[src/rtl/mult_arbiter.sv]
// Round-robin arbiter that shares one sequential shift-add multiplier among N_REQ requesters.
// Optional WAIT-state abort on a stuck multiplier when MULT_TIMEOUT_EN is defined.
module mult_arbiter #(
    parameter int unsigned N_REQ   = 2,
    parameter int unsigned WIDTH   = 16,
    parameter int unsigned TIMEOUT = 64
) (
    input  logic                     Clk,
    input  logic                     Reset,
    input  logic [N_REQ-1:0]         Req,
    input  logic [N_REQ*WIDTH-1:0]   ReqA,
    input  logic [N_REQ*WIDTH-1:0]   ReqB,
    output logic [N_REQ-1:0]         Gnt,
    output logic [N_REQ-1:0]         RspValid,
    output logic [2*WIDTH-1:0]       RspProduto,
    output logic                     RspErr,
    output logic                     Busy,
    output logic                     MulSt,
    output logic                     MulReset,
    output logic [WIDTH-1:0]         MulA,
    output logic [WIDTH-1:0]         MulB,
    input  logic                     MulIdle,
    input  logic                     MulDone,
    input  logic [2*WIDTH-1:0]       MulProduto
);

    localparam int unsigned IW = (N_REQ > 1) ? $clog2(N_REQ) : 1;
    localparam int unsigned SW = IW + 1;
    localparam int unsigned PW = 2 * WIDTH;

    localparam logic [1:0] ST_IDLE  = 2'd0;
    localparam logic [1:0] ST_ISSUE = 2'd1;
    localparam logic [1:0] ST_WAIT  = 2'd2;
    localparam logic [1:0] ST_RESP  = 2'd3;

    localparam logic [N_REQ-1:0] ONE_HOT0 = N_REQ'(1);

    logic [1:0]        state_q, state_d;
    logic [IW-1:0]     ptr_q, ptr_d;
    logic [IW-1:0]     owner_q, owner_d;
    logic              seen_busy_q, seen_busy_d;
    logic [N_REQ-1:0]  gnt_d, rsp_valid_d;
    logic [PW-1:0]     rsp_prod_d;
    logic              rsp_err_d, busy_d, mul_st_d, mul_reset_d;
    logic [WIDTH-1:0]  mul_a_d, mul_b_d;

    logic              win_found_c;
    logic [IW-1:0]     win_idx_c;
    logic [SW-1:0]     scan_c;

    logic [WIDTH-1:0]  req_a_arr [N_REQ];
    logic [WIDTH-1:0]  req_b_arr [N_REQ];

`ifdef MULT_TIMEOUT_EN
    localparam int unsigned CW = $clog2(TIMEOUT + 1);
    logic [CW-1:0]     cnt_q, cnt_d;
`else
    logic              unused_timeout_c;
    assign unused_timeout_c = ^(32'(TIMEOUT));
`endif

    for (genvar g = 0; g < N_REQ; g++) begin : g_unpack
        assign req_a_arr[g] = ReqA[g*WIDTH +: WIDTH];
        assign req_b_arr[g] = ReqB[g*WIDTH +: WIDTH];
    end

    // First set request at or after the pointer, wrapping past N_REQ-1 to 0
    always_comb begin
        win_found_c = 1'b0;
        win_idx_c   = '0;
        scan_c      = '0;
        for (int unsigned off = 0; off < N_REQ; off++) begin
            scan_c = SW'(ptr_q) + SW'(off);
            if (scan_c >= SW'(N_REQ)) begin
                scan_c = scan_c - SW'(N_REQ);
            end
            if (!win_found_c && Req[scan_c[IW-1:0]]) begin
                win_found_c = 1'b1;
                win_idx_c   = scan_c[IW-1:0];
            end
        end
    end

    // Next-state and next-output logic
    always_comb begin
        state_d     = state_q;
        ptr_d       = ptr_q;
        owner_d     = owner_q;
        seen_busy_d = seen_busy_q;
        gnt_d       = '0;
        rsp_valid_d = '0;
        rsp_prod_d  = RspProduto;
        rsp_err_d   = RspErr;
        mul_st_d    = 1'b0;
        mul_reset_d = 1'b0;
        mul_a_d     = MulA;
        mul_b_d     = MulB;
`ifdef MULT_TIMEOUT_EN
        cnt_d       = cnt_q;
`endif
        case (state_q)
            ST_IDLE: begin
                if (win_found_c && MulIdle) begin
                    owner_d  = win_idx_c;
                    mul_a_d  = req_a_arr[win_idx_c];
                    mul_b_d  = req_b_arr[win_idx_c];
                    gnt_d    = ONE_HOT0 << win_idx_c;
                    mul_st_d = 1'b1;
                    state_d  = ST_ISSUE;
                end
            end
            ST_ISSUE: begin
                seen_busy_d = 1'b0;
`ifdef MULT_TIMEOUT_EN
                cnt_d       = '0;
`endif
                state_d     = ST_WAIT;
            end
            ST_WAIT: begin
                if (!MulIdle) begin
                    seen_busy_d = 1'b1;
                end
                // A Done seen before the multiplier went busy belongs to the previous op
                if (MulDone && seen_busy_q) begin
                    rsp_prod_d  = MulProduto;
                    rsp_err_d   = 1'b0;
                    rsp_valid_d = ONE_HOT0 << owner_q;
                    state_d     = ST_RESP;
                end
`ifdef MULT_TIMEOUT_EN
                else if (cnt_q == CW'(TIMEOUT - 1)) begin
                    mul_reset_d = 1'b1;
                    rsp_prod_d  = '0;
                    rsp_err_d   = 1'b1;
                    rsp_valid_d = ONE_HOT0 << owner_q;
                    state_d     = ST_RESP;
                end else begin
                    cnt_d = cnt_q + 1'b1;
                end
`endif
            end
            ST_RESP: begin
                ptr_d   = (owner_q == IW'(N_REQ - 1)) ? '0 : owner_q + 1'b1;
                state_d = ST_IDLE;
            end
            default: begin
                state_d = ST_IDLE;
            end
        endcase
        busy_d = (state_d != ST_IDLE);
    end

    // State and registered outputs
    always_ff @(posedge Clk) begin
        if (Reset) begin
            state_q     <= ST_IDLE;
            ptr_q       <= '0;
            owner_q     <= '0;
            seen_busy_q <= 1'b0;
            Gnt         <= '0;
            RspValid    <= '0;
            RspProduto  <= '0;
            RspErr      <= 1'b0;
            Busy        <= 1'b0;
            MulSt       <= 1'b0;
            MulReset    <= 1'b1;
            MulA        <= '0;
            MulB        <= '0;
`ifdef MULT_TIMEOUT_EN
            cnt_q       <= '0;
`endif
        end else begin
            state_q     <= state_d;
            ptr_q       <= ptr_d;
            owner_q     <= owner_d;
            seen_busy_q <= seen_busy_d;
            Gnt         <= gnt_d;
            RspValid    <= rsp_valid_d;
            RspProduto  <= rsp_prod_d;
            RspErr      <= rsp_err_d;
            Busy        <= busy_d;
            MulSt       <= mul_st_d;
            MulReset    <= mul_reset_d;
            MulA        <= mul_a_d;
            MulB        <= mul_b_d;
`ifdef MULT_TIMEOUT_EN
            cnt_q       <= cnt_d;
`endif
        end
    end

endmodule
[config.mk]
export PLATFORM = sky130hd
export DESIGN_NAME = mult_arbiter
export DESIGN_NICKNAME = d
export VERILOG_FILES = /design/src/rtl/mult_arbiter.sv
export SDC_FILE = /design/constraint.sdc
export NUM_CORES = 1
export LEC_CHECK = 0
export CAP_MARGIN = 20
export CORE_MARGIN = 5
export CORE_UTILIZATION = 35
export CTS_BUF_LIST = sky130_fd_sc_hd__clkbuf_2 sky130_fd_sc_hd__clkbuf_4 sky130_fd_sc_hd__clkbuf_8
export DETAILED_ROUTE_END_ITERATION = 10
export DONT_BUFFER_PORTS = 1
export PLACE_DENSITY_LB_ADDON = 0.05
export SYNTH_ARGS = -nofsm -noshare
export SYNTH_HDL_FRONTEND = slang
export SYNTH_SLANG_ARGS = --single-unit
export TNS_END_PERCENT = 30
[constraint.sdc]
create_clock -name Clk -period 2.65 [get_ports Clk]
set_clock_uncertainty 0.1 [all_clocks]
set_input_delay 0.53 -clock Clk [delete_from_list [all_inputs] [get_ports Clk]]
set_output_delay 0.53 -clock Clk [all_outputs]
set_load 0.05 [all_outputs]
==> results of run 1 <==
-- Yosys cell counts, types with 2 or more instances --
master	instances
a211oi_1	2
a21oi_1	35
a311oi_1	9
a311oi_2	23
buf_1	2
buf_2	11
buf_4	2
buf_6	6
clkbuf_1	15
dfxtp_1	76
ha_1	5
inv_1	6
nand2_1	65
nand2b_1	2
nand3_1	34
nor2_1	37
nor3_1	2
o21ai_0	34
-- worst min path at each step --
stage / from / end / depth (start not counted)
4_1_cts: Reset / MulReset / 0
6_report: Reset / MulReset / 0
3_3_place_gp: owner_q / RspValid[0] / 1
2_1_floorplan: owner_q / RspValid[0] / 1
5_1_grt: Reset / MulReset / 0
3_5_place_dp: owner_q / RspValid[0] / 1
-- stage by stage --
stage                      util  power (µW)  worst slack, ps  hold WS [ps]  std cells
after detailed placement  0.354        2510              868           350        457
after CTS                 0.379        3510              863          94.6        472
after floorplan               -        2450             1120           325        375
after global placement    0.354        2500              926           342        457
final                     0.379        3450              859           118        472
after global routing      0.379        3640              644          82.9        472
-- registers in the layout, indices dropped and copies added, names as in the netlist --
register	cells
RspProduto	32
Busy	1
state_q	2
MulSt	1
owner_q	1
seen_busy_q	1
MulReset	1
MulA	16
Gnt	2
ptr_q	1
MulB	16
RspValid	2
-- kinds of logic (layout without fill, tap and decap cells) --
family	count (synthesis)	after routing	share of synthesized area
AO/OA/AOI/OAI	106	106	0.251
adder cells (fa/ha/maj)	5	5	0.0193
buffers and inverters	43	29	0.0708
flip-flops	76	76	0.470
multiplexers	1	1	0.00309
other	1	1	0.00116
AND/OR/NAND/NOR	143	143	0.184
-- power groups by stage --
stage | combinational [µW] | clock, µW | sequential, µW
CTS | 569 | 1030 | 1910
finish | 563 | 982 | 1900
floorplan | 556 | 0 | 1890
global placement | 559 | 0 | 1940
detailed placement | 569 | 0 | 1940
global route | 644 | 1070 | 1920
-- layer usage --
| metal | wire length, µm | vias up |
|---|---|---|
| li1 | - | 1270 |
| met1 | 3670 | 1166 |
| met2 | 3810 | 124 |
| met3 | 992 | 8 |
| met4 | 96 | 0 |
| met5 | 0 | - |
-- layout make-up --
cell class,count,area (µm²),area share
repair buffers,8,60.1,0.0174
clock buffers,11,151,0.0439
multi-input cells,256,1480,0.430
well taps,111,139,0.0402
clock inverters,4,72.6,0.0210
flip-flops and latches,76,1520,0.441
inverters,6,22.5,0.00653
==> impl_metrics.csv, run 1 <==
group,metric,value,unit
setup_path,rrSetupSlack,860,ps
cells_and_area,final_area,3450,µm²
clock_tree,root_buffer,"clkbuf_8",
pwr,power_switching,1340,µW
clock_tree,cts.htree.levels,3,
cells_and_area,drive_gt1_frac,0.130,
clock_tree,clock_sink_count,76,
global_route,grt_pass1_wl,13600,µm
drt,drc_errors,0,
global_route,gr-max-usage-layer,"met2",
cells_and_area,layout.nets,464,
pwr,clock_power_share,0.285,
logic_synthesis,synth-edff-count,0,
job,maxCapViolCount,0,
setup_path,cpPeakStageDelay,360,ps
clock_tree,path_clk_slew,70,ps
die,die_x,106,µm
drt,ant_nets,0,
cells_and_area,area_delta_synth_final,6.69,%
sta,finalHoldViolations,0,
placed_design,portBuffers,0,
placed_design,place_congestion,0.710,
setup_path,cp_cell_sequence,"inv_1, ha_1, o211a_2, buf_4, nor2_1, a311oi_1",
clock_tree,clockBufferDepth,2,
setup_path,critPathLaunch,"state_q[0]",
setup_path,critPathMaxFanout,35,
drt,drt_iter0_markers,190,
global_route,grt_use_met2,0.219,
drt,routedWlPerCell,18.2,µm
logic_synthesis,synth_area_leaders,"dfxtp_1 (47%), a311oi_2 (11%), nand2_1 (7.5%), a21oi_1 (5.4%), nand3_1 (5.3%)",
sta,period_share,0.676,
setup_path,endpoint_kind,"flip-flop",
die,die_y,106,µm
clock_tree,ctsHoldBuffers,0,
global_route,grt_usage,0.150,
setup_path,crit_family,"buffers and inverters",
global_route,globalRoute.totalOverflow,0,
outcome,status,"complete, no violations",
global_route,antenna_found_initial,0,
setup_path,crit_end,"MulB[12]",
setup_path,crit_buf_inv,2,
sta,fin_setup_tns,0,ps
die,start_util,0.355,
pwr,p_seq_frac,0.552,
setup_path,r2r_end,"MulB[12]",
drt,drtPass1Iterations,4,
sta,setup_viol,0,
setup_path,crit_arrival,1930,ps
global_route,grt_pass1_vias,2525,
setup_path,crit_type,"reg2reg",
clock_tree,cts_resized,0,
cells_and_area,fillers,950,
logic_synthesis,yosysSeqAreaShare,0.470,
sta,min_period,1790,ps
logic_synthesis,avgSynthCellArea,8.62,µm²
logic_synthesis,yosysTopAreaCell,"dfxtp_1",
setup_path,reg2reg_from,"state_q[0]",
drt,vias_per_cell,5.44,
die,fp-row-count,35,
sta,worst_pin_slew,538,ps
logic_synthesis,synth_top_area_share,0.470,
placed_design,dpl.hpwl,5850,µm
drt,vias,2568,
logic_synthesis,synth_fp_nets,482,
cells_and_area,layout_common_cells,"dfxtp_1 (76), nand2_1 (65), nor2_1 (37)",
pwr,peakVddDrop,329,µV
setup_path,crit_required,2790,ps
die,ios,174,
pwr,p_per_area,999,nW/µm²
setup_path,cp_slowest_cell,"buf_4",
placed_design,place_area,3230,µm²
sta,rsz0062_at_grt,"no",
pwr,comb_power_share,0.163,
logic_synthesis,synthesis.instances,375,
global_route,grt_max_degree,77,
cells_and_area,n_antenna_cell,0,
setup_path,reg2reg_depth,6,
clock_tree,tritoncts,"built",
drt,drt-total-wl,8570,µm
sta,maxSlewViolCount,0,
global_route,use_met1,0.189,
clock_tree,cts_buffers,9,
logic_synthesis,yosysUniqueCellTypes,27,
logic_synthesis,ys_ff_latch,76,
die,die_area,11300,µm²
sta,slew_headroom,0.641,
global_route,grt.met3_usage,0.0729,
cells_and_area,final_common_cell,"dfxtp_1",
logic_synthesis,async_reset_ff_frac,0,
clock_tree,cts_setup_buffers,0,
setup_path,crit_cells,6,
clock_tree,clock_latency,330,ps
logic_synthesis,syn_area,3230,µm²
worst_hold_path,holdCritPathClass,"in2reg",
pwr,p_int,2110,µW
logic_synthesis,synthFlopType,"dfxtp_1",
pwr,switching_share,0.389,
setup_path,start_kind,"flip-flop",
die,core-area,9110,µm²
pwr,leakagePower,0.00110,µW
logic_synthesis,yosysWarnings,0,
sta,fmax,558,MHz
Note: power is estimated with default switching activity, not from simulation.
==> run 2, diff against run 1 <==
Clock period 2.65 ns to 1.63 ns, I/O delays scaled along.
==> run 2 against run 1 <==
Compared with the run above: the run now ends with negative hold slack left; clock-buffer cell count fell by 2; routed wire length is 2.0% higher; register-to-register slack got worse by 790 ps; worst hold slack worse by 210 ps; die area did not move; first-iteration DRC count shrank 6.8%; fmax increased by 15%; combinational power rose to 2.7 times the previous value.
==> impl_metrics.csv, run 2 (same netlist as run 1, synthesis figures left out) <==
group,metric,value,unit
drt,routed.top_layer,"met4",
cells_and_area,fin_cells,493,
drt,drt_iter0_markers,177,
setup_path,cp_cell_sequence,"inv_1, ha_2, inv_1, nor2_1, dlygate4sd3_1",
setup_path,crit_arrival,1690,ps
sta,whs,-89.4,ps
global_route,grt_pass1_vias,2700,
drt,ant_nets,0,
sta,finalHoldViolations,26,
die,die_area,11300,µm²
sta,period_share,0.957,
sta,maxSlewViolCount,0,
die,ios,174,
setup_path,reg2reg_depth,5,
worst_hold_path,holdPathStages,0,
clock_tree,cts.htree.levels,3,
cells_and_area,fin_util,0.402,
global_route,grt_usage,0.155,
sta,fin_setup_tns,0,ps
placed_design,portBuffers,0,
job,maxCapViolCount,0,
cells_and_area,top_register,"RspProduto",
cells_and_area,drive_gt1_frac,0.181,
setup_path,start_kind,"flip-flop",
cells_and_area,layout_common_cells,"dfxtp_1 (74), nand2_1 (65), nor2_1 (37)",
outcome,violations,"negative hold slack",
clock_tree,tritoncts,"built",
clock_tree,root_buffer,"clkbuf_8",
setup_path,crit_family,"buffers and inverters",
setup_path,crit_type,"reg2reg",
drt,vias_per_cell,5.41,
placed_design,place_congestion,0.734,
pwr,leakagePower,0.00122,µW
clock_tree,clockBufferDepth,2,
global_route,globalRoute.totalOverflow,0,
sta,setup_viol,0,
die,die_y,106,µm
cells_and_area,area_delta_synth_final,13.3,%
drt,drt-met1-wl,3820,µm
cells_and_area,largest_reg_flops,32,
setup_path,endpoint_kind,"flip-flop",
clock_tree,clock_sink_count,76,
clock_tree,path_clk_slew,80,ps
setup_path,crit_cells,5,
die,start_util,0.355,
cells_and_area,fillers,962,
global_route,grt_pass1_wl,14200,µm
cells_and_area,reg.largest.list,"RspProduto: 32 flops, MulA: 16 flops, MulB: 16 flops",
die,core-area,9110,µm²
die,die_x,106,µm
global_route,grt_max_degree,77,
sta,slew_headroom,0.640,
setup_path,crit_required,1760,ps
placed_design,dp.cells,475,
sta,min_period,1560,ps
drt,wl_met3,850,µm
setup_path,crit_path_frequent_cell,"inv_1",
cells_and_area,layout.nets,485,
die,fp-row-count,35,
cells_and_area,final_common_cell,"dfxtp_1",
sta,worst_pin_slew,539,ps
worst_hold_path,holdCritPathClass,"in2reg",
drt,drtPass1Iterations,4,
drt,vias,2665,
outcome,status,"finished with violations",
drt,routedWlPerCell,17.7,µm
clock_tree,cts_buffers,9,
clock_tree,clock_latency,330,ps
drt,route.met2.wl,3930,µm
global_route,antenna_found_initial,0,
setup_path,crit_buf_inv,3,
setup_path,critPathMaxFanout,3,
drt,drt-total-wl,8740,µm
placed_design,dpl.hpwl,5960,µm
setup_path,cp_slowest_cell,"dlygate4sd3_1",
pwr,p_per_area,1550,nW/µm²
sta,rsz0062_at_grt,"yes",
cells_and_area,n_antenna_cell,0,
setup_path,cpPeakStageDelay,540,ps
sta,fmax,641,MHz
pwr,peakVddDrop,645,µV
drt,drc_errors,0,
## run 2: changes by cell type in the layout (fill, tap and decap cells not counted), sizes merged
cell | before | now
bufinv | 2 | 1
clkbuf | 11 | 9
clkinvlp | 1 | 3
buf | 8 | 26
dlymetal6s4s | 0 | 1
clkinv | 1 | 2
dlygate4sd3 | 0 | 2
## run 2: final cells by class
class | count | area [µm²] | share of cell area
clock inverters | 6 | 66.3 | 0.0181
repair buffers | 29 | 294 | 0.0802
clock buffers | 9 | 124 | 0.0338
multi-input cells | 256 | 1500 | 0.408
inverters | 6 | 22.5 | 0.00614
flip-flops and latches | 76 | 1520 | 0.416
well taps | 111 | 139 | 0.0379
## run 2: final timing paths
kind	from	slack [ps]	to
hold / removal	Reset	-90	MulReset
setup reg to reg	state_q[1]	70	state_q[1]
hold reg to reg	owner_q	360	RspValid[0]
setup / recovery	state_q[1]	70	state_q[1]
## run 2: power breakdown
| part | total [µW] | switching, µW | internal (µW) |
|---|---|---|---|
| sequential | 2750 | 633 | 2120 |
| combinational | 1530 | 940 | 594 |
| clock | 1400 | 699 | 698 |
| total | 5680 | 2270 | 3410 |
## run 2: through the flow
step | hold slack [ps] | area (µm²) | setup slack (ps) | total power [µW]
final | -89.4 | 3670 | 70.4 | 5680
after CTS | -110 | 3640 | 34.9 | 5780
after global routing | -115 | 3670 | -11.3 | 6030
after detailed placement | 260 | 3420 | 17.4 | 4310
after global placement | 259 | 3420 | 57.9 | 4290
after floorplan | 254 | 3230 | 105 | 3980
## run 2: timing repair
action,4_1_cts,5_1_grt
setup endpoints to repair,4,28
buffers inserted,0,0
hold buffers,2,1
endpoints found under the hold margin,76,74
gates resized for setup,1,6
pin swaps,0,2
## run 2: layer usage
| layer | up-vias | track usage |
|---|---|---|
| met5 | - | 0 |
| met4 | 0 | 0.0564 |
| met3 | 13 | 0.0625 |
| met2 | 119 | 0.239 |
| met1 | 1223 | 0.195 |
| li1 | 1310 | - |
==> run 3, diff against run 2 <==
--- a/config.mk
+++ b/config.mk
@@ -7,4 +7,5 @@
 export LEC_CHECK = 0
 export CAP_MARGIN = 20
+export CORE_ASPECT_RATIO = 1.5
 export CORE_MARGIN = 5
 export CORE_UTILIZATION = 35
@@ -13,4 +14,5 @@
 export DONT_BUFFER_PORTS = 1
 export PLACE_DENSITY_LB_ADDON = 0.05
+export SETUP_SLACK_MARGIN = 0.2
 export SYNTH_ARGS = -nofsm -noshare
 export SYNTH_HDL_FRONTEND = slang
--- a/constraint.sdc
+++ b/constraint.sdc
@@ -3,3 +3,3 @@
 set_input_delay 0.326 -clock Clk [delete_from_list [all_inputs] [get_ports Clk]]
 set_output_delay 0.326 -clock Clk [all_outputs]
-set_load 0.05 [all_outputs]
+set_load 0.005 [all_outputs]
==> run 3 against run 2 <==
Compared with the run above: the flow still finishes with violations (negative hold slack); clock power grew 16%; register-to-register slack improved by 80 ps; fmax grew 5.5%; global-route usage shrank 0.14 points; non-clock buffer count is 11 lower; cell count shrank 1.8%; critical path type unchanged; worst hold slack got worse by 4.2 ps; sequential cell count unchanged.
==> impl_metrics.csv, run 3 (same netlist as run 1, synthesis figures left out) <==
group,metric,value,unit
clock_tree,root_buffer,"clkbuf_8",
pwr,p_per_area,1410,nW/µm²
setup_path,crit_buf_inv,3,
setup_path,cp_slowest_cell,"dfxtp_2",
setup_path,cp_cell_sequence,"inv_2, ha_4, o211a_4, buf_6, clkbuf_16, a311oi_2",
global_route,grt_pass1_wl,13600,µm
sta,setup_viol,0,
sta,rsz0062_at_grt,"yes",
die,die_area,11300,µm²
drt,drtPass1Iterations,4,
die,die_y,128,µm
global_route,globalRoute.totalOverflow,0,
clock_tree,clock_sink_count,76,
cells_and_area,multi_input_area,1570,µm²
die,fp-row-count,43,
clock_tree,clock_latency,340,ps
global_route,grt_max_degree,77,
job,maxCapViolCount,0,
setup_path,endpoint_kind,"flip-flop",
cells_and_area,reg.largest.list,"RspProduto: 32 flops, MulA: 16 flops, MulB: 16 flops",
setup_path,crit_required,1790,ps
global_route,gr-max-usage-layer,"met2",
drt,drt-total-wl,9200,µm
cells_and_area,n_antenna_cell,0,
global_route,grt_pass1_vias,2594,
outcome,status,"finished with violations",
cells_and_area,area_delta_synth_final,16.6,%
setup_path,reg2reg_from,"state_q[1]",
sta,maxSlewViolCount,0,
cells_and_area,largest_reg_flops,32,
die,die_x,88.5,µm
worst_hold_path,holdCritPathClass,"in2reg",
placed_design,dpl.hpwl,5890,µm
clock_tree,clockBufferDepth,2,
sta,period_share,0.907,
die,core-area,9150,µm²
cells_and_area,drive_gt1_frac,0.199,
pwr,p_total,5340,µW
cells_and_area,register_area,1520,µm²
cells_and_area,top_register,"RspProduto",
drt,routedWlPerCell,19.0,µm
pwr,peakVddDrop,686,µV
global_route,grt.met3_usage,0.0611,
sta,whs,-93.5,ps
sta,finalHoldViolations,36,
clock_tree,cts.htree.levels,3,
sta,fin_setup_tns,0,ps
cells_and_area,layout.nets,474,
global_route,use_met1,0.179,
cells_and_area,layout_common_cells,"dfxtp_1 (74), nand2_1 (65), a21oi_1 (35)",
setup_path,crit_type,"reg2reg",
setup_path,r2r_end,"MulB[13]",
clock_tree,cts_buffers,9,
setup_path,critPathMaxFanout,10,
drt,ant_nets,0,
clock_tree,tritoncts,"built",
setup_path,crit_end,"MulB[13]",
setup_path,cpPeakStageDelay,350,ps
pwr,leakagePower,0.00122,µW
setup_path,start_kind,"flip-flop",
drt,vias,2672,
cells_and_area,final_common_cell,"dfxtp_1",
global_route,antenna_found_initial,0,
placed_design,portBuffers,0,
drt,drc_errors,0,
setup_path,crit_cells,6,
global_route,grt_usage,0.154,
sta,min_period,1480,ps
outcome,violations,"negative hold slack",
drt,vias_per_cell,5.52,
placed_design,place_congestion,0.678,
setup_path,crit_family,"compound AO/OA/AOI/OAI gates",
setup_path,critPathLaunch,"state_q[1]",
die,ios,174,
drt,drt_iter0_markers,100,
cells_and_area,fillers,932,
sta,fmax,676,MHz
clock_tree,path_clk_slew,80,ps
die,start_util,0.354,
setup_path,reg2reg_depth,6,
global_route,grt_use_met2,0.248,
setup_path,rrSetupSlack,150,ps
setup_path,crit_arrival,1630,ps
[run 3: changes by cell type in the layout (fill, tap and decap cells not counted), moves of 4 or more]
cell       previous run  this run
nor2_4                0         4
a311oi_2             23        27
nor2_1               37        31
buf_4                20         7
a311oi_1              9         5
clkbuf_16             0         4
[run 3: layout make-up]
| cell class | count | area share |
|---|---|---|
| Clock buffer | 12 | 0.0405 |
| Clock inverter | 4 | 0.0192 |
| Inverter | 6 | 0.00663 |
| Multi-Input combinational cell | 256 | 0.415 |
| Sequential cell | 76 | 0.404 |
| Tap cell | 112 | 0.0371 |
| Timing Repair Buffer | 18 | 0.0773 |
[run 3: repair_timing]
action	CTS	global route
gates cloned	1	4
pin swaps	0	6
endpoints found under the setup margin	32	64
setup buffers	0	3
resized for setup	3	20
hold endpoints to repair	76	76
[run 3: worst min-delay path by stage]
| stage | startpoint | to | cells past startpoint |
|---|---|---|---|
| 2_1_floorplan | Reset | MulReset | 0 |
| 3_3_place_gp | Reset | MulReset | 0 |
| 3_5_place_dp | Reset | MulReset | 0 |
| 4_1_cts | Reset | MulReset | 0 |
| 5_1_grt | Reset | MulReset | 0 |
| 6_report | Reset | MulReset | 0 |
[run 3: power by group]
group,switching (µW),internal [µW]
combinational,684,681
sequential,224,2120
clock,690,937
total,1600,3740
[run 3: layer usage]
metal	vias up	part of all wire
met5	-	0
li1	1291	-
met3	8	0.099
met4	0	0.012
met1	1262	0.38
met2	111	0.51
[run 3: through the flow]
| step | cells | setup WS (ps) | utilization | area, µm² |
|---|---|---|---|---|
| 6_report | 484 | 152 | 0.412 | 3770 |
| 5_1_grt | 484 | 81.0 | 0.412 | 3770 |
| 4_1_cts | 477 | 106 | 0.392 | 3580 |
| 3_5_place_dp | 460 | 29.0 | 0.362 | 3310 |
| 3_3_place_gp | 460 | 72.6 | 0.362 | 3310 |
| 2_1_floorplan | 375 | 204 | - | 3240 |
